$ cat config.mk
export PLATFORM = sky130hd
export DESIGN_NAME = joystick_spi_reader
export DESIGN_NICKNAME = d
export VERILOG_FILES = /design/src/rtl/joystick_spi_reader.sv
export SDC_FILE = /design/constraint.sdc
export NUM_CORES = 1
export LEC_CHECK = 0
export ABC_AREA = 1
export ABC_CLOCK_PERIOD_IN_PS = 2550
export CAP_MARGIN = 20
export CORE_MARGIN = 1.5
export CORE_UTILIZATION = 55
export CTS_CLUSTER_DIAMETER = 200
export CTS_CLUSTER_SIZE = 16
export DETAILED_ROUTE_END_ITERATION = 12
export HOLD_SLACK_MARGIN = 0.12
export PLACE_DENSITY = 0.74
export RECOVER_POWER = 25
export SLEW_MARGIN = 20
export SYNTH_ARGS = -nofsm -noshare
export SYNTH_HDL_FRONTEND = slang
export SYNTH_SLANG_ARGS = --single-unit
$ cat constraint.sdc
create_clock -name Clk -period 2.55 [get_ports Clk]
set_input_delay 0.51 -clock Clk [delete_from_list [all_inputs] [get_ports Clk]]
set_output_delay 0.51 -clock Clk [all_outputs]
set_load 0.02 [all_outputs]
$ cat src/rtl/joystick_spi_reader.sv
// rtl/joystick_spi_reader.sv - PmodJSTK SPI mode-0 poller producing quantised X/Y and buttons
module joystick_spi_reader #(
    parameter int SCLK_HALF   = 50,
    parameter int SS_SETUP    = 1500,
    parameter int BYTE_GAP    = 1500,
    parameter int POLL_CYCLES = 1000000
) (
    input  logic       Clk,
    input  logic       Reset,
    input  logic [1:0] Led,
    input  logic       MISO,
    output logic       SS,
    output logic       SCLK,
    output logic       MOSI,
    output logic [3:0] Joystick_data,
    output logic [3:0] Joy_Y,
    output logic [2:0] Buttons,
    output logic       Data_Valid
);

    localparam int WAIT_MAX = (POLL_CYCLES > SS_SETUP)
                            ? ((POLL_CYCLES > BYTE_GAP) ? POLL_CYCLES : BYTE_GAP)
                            : ((SS_SETUP > BYTE_GAP) ? SS_SETUP : BYTE_GAP);
    localparam int WAIT_W  = $clog2(WAIT_MAX + 1);
    localparam int PHASE_W = $clog2(2 * SCLK_HALF + 1);

    localparam logic [WAIT_W-1:0]  POLL_LAST  = WAIT_W'(POLL_CYCLES - 1);
    localparam logic [WAIT_W-1:0]  SETUP_LAST = WAIT_W'(SS_SETUP - 1);
    localparam logic [WAIT_W-1:0]  GAP_LAST   = WAIT_W'(BYTE_GAP - 1);
    localparam logic [PHASE_W-1:0] HALF_LAST  = PHASE_W'(SCLK_HALF - 1);
    localparam logic [PHASE_W-1:0] BIT_LAST   = PHASE_W'(2 * SCLK_HALF - 1);

    typedef enum logic [2:0] {
        ST_IDLE,
        ST_SETUP,
        ST_SHIFT,
        ST_GAP,
        ST_DONE
    } state_t;

    state_t              state;
    logic [WAIT_W-1:0]   wait_cnt;
    logic [PHASE_W-1:0]  phase_cnt;
    logic [2:0]          bit_idx;
    logic [2:0]          byte_idx;
    logic [7:0]          tx_byte;
    logic [7:0]          rx_sr;
    logic [3:0]          x_q;
    logic [3:0]          y_q;
    logic [7:0]          first_byte;

    assign first_byte = {6'b100000, Led};

    // Only X[9:6] and Y[9:6] are kept; the remaining received bits are dropped as they arrive.
    always_ff @(posedge Clk or posedge Reset) begin
        if (Reset) begin
            state         <= ST_IDLE;
            wait_cnt      <= '0;
            phase_cnt     <= '0;
            bit_idx       <= 3'd7;
            byte_idx      <= 3'd0;
            tx_byte       <= 8'h00;
            rx_sr         <= 8'h00;
            x_q           <= 4'd0;
            y_q           <= 4'd0;
            SS            <= 1'b1;
            SCLK          <= 1'b0;
            MOSI          <= 1'b0;
            Joystick_data <= 4'd8;
            Joy_Y         <= 4'd8;
            Buttons       <= 3'd0;
            Data_Valid    <= 1'b0;
        end else begin
            Data_Valid <= 1'b0;
            case (state)
                ST_IDLE: begin
                    SS   <= 1'b1;
                    SCLK <= 1'b0;
                    MOSI <= 1'b0;
                    if (wait_cnt == POLL_LAST) begin
                        wait_cnt <= '0;
                        SS       <= 1'b0;
                        state    <= ST_SETUP;
                    end else begin
                        wait_cnt <= wait_cnt + 1'b1;
                    end
                end

                ST_SETUP: begin
                    if (wait_cnt == SETUP_LAST) begin
                        wait_cnt  <= '0;
                        phase_cnt <= '0;
                        byte_idx  <= 3'd0;
                        bit_idx   <= 3'd7;
                        tx_byte   <= first_byte;
                        MOSI      <= first_byte[7];
                        state     <= ST_SHIFT;
                    end else begin
                        wait_cnt <= wait_cnt + 1'b1;
                    end
                end

                ST_SHIFT: begin
                    if (phase_cnt == HALF_LAST) begin
                        SCLK      <= 1'b1;
                        rx_sr     <= {rx_sr[6:0], MISO};
                        phase_cnt <= phase_cnt + 1'b1;
                    end else if (phase_cnt == BIT_LAST) begin
                        SCLK      <= 1'b0;
                        phase_cnt <= '0;
                        if (bit_idx == 3'd0) begin
                            MOSI <= 1'b0;
                            case (byte_idx)
                                3'd0:    x_q[1:0] <= rx_sr[7:6];
                                3'd1:    x_q[3:2] <= rx_sr[1:0];
                                3'd2:    y_q[1:0] <= rx_sr[7:6];
                                3'd3:    y_q[3:2] <= rx_sr[1:0];
                                default: ;
                            endcase
                            if (byte_idx == 3'd4) begin
                                SS            <= 1'b1;
                                Joystick_data <= x_q;
                                Joy_Y         <= y_q;
                                Buttons       <= rx_sr[2:0];
                                Data_Valid    <= 1'b1;
                                state         <= ST_DONE;
                            end else begin
                                wait_cnt <= '0;
                                state    <= ST_GAP;
                            end
                        end else begin
                            bit_idx <= bit_idx - 3'd1;
                            MOSI    <= tx_byte[bit_idx - 3'd1];
                        end
                    end else begin
                        phase_cnt <= phase_cnt + 1'b1;
                    end
                end

                ST_GAP: begin
                    SCLK <= 1'b0;
                    MOSI <= 1'b0;
                    if (wait_cnt == GAP_LAST) begin
                        wait_cnt  <= '0;
                        phase_cnt <= '0;
                        byte_idx  <= byte_idx + 3'd1;
                        bit_idx   <= 3'd7;
                        tx_byte   <= 8'h00;
                        MOSI      <= 1'b0;
                        state     <= ST_SHIFT;
                    end else begin
                        wait_cnt <= wait_cnt + 1'b1;
                    end
                end

                ST_DONE: begin
                    SS       <= 1'b1;
                    SCLK     <= 1'b0;
                    MOSI     <= 1'b0;
                    wait_cnt <= '0;
                    state    <= ST_IDLE;
                end

                default: begin
                    state <= ST_IDLE;
                end
            endcase
        end
    end

endmodule

==> impl_results.md <==
* Met3 usage at 3.839%
* RR Endpoint: wait_cnt[7]
* Hold Vio Cnt, Final at 0
* CTS buffer count at 9
* Share of layout cells above drive strength 1 at 9.744%
* Warnings from Yosys at 0
* Critical Path End Type: flip-flop
* Synth Instances at 560
* Critical Path RT at 2.79 ns
* Register area share after synthesis at 42.61%
* Vias in the first global route at 3404
* HP Class: flip-flop to flip-flop
* Clock transition at the registers of the reported paths at 0.08 ns
* CP arrival at 2.25 ns
* Status: completed
* Commonest non-fill, non-tap cell in the layout: nand2_1
* Launch point of the worst path: phase_cnt[0]
* GRT met1 Usage at 35.97%
* Dpl hpwl at 7.207 mm
* Die area at 8036 um^2
* Detailed Routing Iterations Pass 1 at 4
* Drt via density at 5.246
* Worst R2R Start: phase_cnt[0]
* Setup Buffers After CTS at 0
* Slowest stage delay, CP at 0.42 ns
* Clock skew at 0.01230 ns
* Clk Latency, worst-skew pair at 0.35 ns
* # port buffers at 19
* Antenna viol nets, final at 0
* Longest Clk Path Bufs at 2
* Worst-path cell chain: ha_1 -> nand2_1 -> inv_1 -> nand3_4 -> nand2_4 -> nand2_4 -> nor2_8 -> nand3_2 -> inv_2 -> nor2_1
* End of the critical path: wait_cnt[7]
* Synth Net Count at 575
* DIE WIDTH at 89.65 um
* Crit start category: flip-flop
* Final min period at 2.009 ns
* Initial antenna violation count at 0
* Most used routing layer in global routing: met2
* Final setup violation count at 0
* DRC violations left at 0
* Worst VDD drop at 0.0002868 V
* Gr ovfl total at 0
* Dominant synthesized flop cell: dfrtp_1
* Fin. max-slew vios at 0
* CTS Hold Bufs at 0
* Starting DRT DRC Count at 261
* Met2 Use GR at 42.61%
* Initial core utilization at 56.93%
* Worst Tran Pin Value at 0.9353 ns
* R2R Setup Slk at 0.54 ns
* Ports at 20
* Synthesized cell area at 4129 um^2
* Crit-path max FO at 26
* P_leak at 0.002246 uW
* Final period utilization at 78.80%
* Mapped Avg Cell Area at 7.373 um^2
* DR vias at 3588
* Slowest cell on the critical path: dfrtp_1
* Crit path kind: flip-flop to flip-flop
* First-pass GRT wire length at 16.30 mm
* H-Tree Depth at 3
* Post-cts resize count at 0
* WHS at 0.4671 ns
* Max Freq at 497.7 MHz
* Nets@finish at 596
* Root buffer cell: clkbuf_8
* Seq cells post-synth at 70
* Pin count of the biggest net entering global routing at 39
* Row cnt at 31
* Syn-to-layout area delta at 9.636%
* GP Congestion at 0.9462
* RSZ-0062 raised after global routing: no
* Most frequent cells in the layout: 181 x nand2_1, 65 x inv_1, 64 x dfrtp_1, 63 x nor2_1, 46 x nand3_1
* Core ar. at 7253 um^2
* FFs w/ async S/R, synth at 100.0%
* Tot GR Track Use at 26.75%
* Final wirelength at 9.602 mm
* CTS tree: done
* CTS sink count at 70
* HP Start: Joy_Y[3]
* Number of synthesized flops with an enable pin at 0
* Yosys cell types at 42
* Setup TNS at 0 ns
* Avg WL per Cell at 14.04 um
* Pwr Density at 426.6 nW/um^2
* Height of the die at 89.65 um
* MaxCap Viol Count at 0
* Diodes inserted at 0
* Most Frequent Cell on Critical Path: nand2_4
* Hold depth at 2
* Max_slew headroom at 37.65%
* R2R cell count at 10
per-layer routing:
layer | vias up | part of all wire [%]
li1 | 1813 | -
met1 | 1657 | 45
met2 | 93 | 48
met3 | 25 | 4.7
met4 | 0 | 2.8
met5 | - | 0
power by group:
group | total, uW | leakage [uW] | switching (uW) | internal (uW)
Clock | 790 | 0.0000813 | 445 | 346
Sequential | 1110 | 0.000929 | 0.182 | 1110
Combinational | 30.2 | 0.00124 | 23.7 | 6.50
Total | 1930 | 0.00225 | 469 | 1460
final cells by class:
type                            instances  area, um^2
Tap cell                               99       123.9
Inverter                               72       276.5
Sequential cell                        70        1759
Timing Repair Buffer                   22       207.7
Multi-Input combinational cell        406        1997
Fill cell                             678        2726
Clock buffer                            9       123.9
Clock inverter                          6       38.79
state kept, by name (all words and copies together) (netlist names):
signal and flops:
rx_sr 8, x_q 4, Joy_Y 4, tx_byte 3, SS 1, Joystick_data 4, wait_cnt 20, state 3
SCLK 1, phase_cnt 7, bit_idx 3, Buttons 3, y_q 4, byte_idx 3, MOSI 1, Data_Valid 1
worst max-delay path: cells and delay by family, from the launching register on:
family                   cells  cell delay, ns
adder cells (fa/ha/maj)      1            0.21
buffers and inverters        2            0.24
AND/OR/NAND/NOR              7            1.01
flip-flops                   1            0.42
synthesized netlist by cell type (all sizes together), types with 3 or more instances:
| cell | count | area [um^2] |
|---|---|---|
| inv | 71 | 271.5 |
| nor2 | 72 | 311.5 |
| ha | 10 | 125.1 |
| nor3 | 7 | 46.30 |
| a21oi | 13 | 68.82 |
| xor2 | 3 | 26.28 |
| o211ai | 3 | 22.52 |
| nand3 | 51 | 287.8 |
| nand4 | 16 | 106.4 |
| o21ai | 32 | 178.9 |
| dfstp | 6 | 157.7 |
| nand2 | 188 | 747.0 |
| dfrtp | 64 | 1602 |
| buf | 11 | 92.58 |
logic make-up (layout without fill, tap and decap cells):
family,Yosys count,count (layout),synth area share [%]
AO/OA/AOI/OAI,53,53,7.394
XOR/XNOR,4,4,0.8486
adder cells (fa/ha/maj),10,10,3.030
buffers and inverters,84,109,9.030
flip-flops,70,70,42.61
AND/OR/NAND/NOR,339,339,37.09
worst min path at each step:
stage / end / slack, ns
2_1_floorplan: Joy_Y[0] / 0.44
3_3_place_gp: bit_idx[1] / 0.45
3_5_place_dp: Joy_Y[3] / 0.46
4_1_cts: Joy_Y[3] / 0.47
5_1_grt: bit_idx[1] / 0.49
6_report: Joy_Y[3] / 0.47
per-stage QoR:
| step | worst slack (ns) | utilization, % | power [uW] | cell area [um^2] | instances |
|---|---|---|---|---|---|
| 2_1_floorplan | 0.2817 | - | 1150 | 4129 | 560 |
| 6_report | 0.5407 | 62.41 | 1931 | 4527 | 684 |
| 4_1_cts | 0.5378 | 62.48 | 1957 | 4532 | 684 |
| 3_3_place_gp | 0.6238 | 60.24 | 1165 | 4369 | 669 |
| 5_1_grt | 0.3712 | 62.41 | 1998 | 4527 | 684 |
| 3_5_place_dp | 0.5686 | 60.24 | 1166 | 4369 | 669 |
Power figures use the tool's default switching activity.
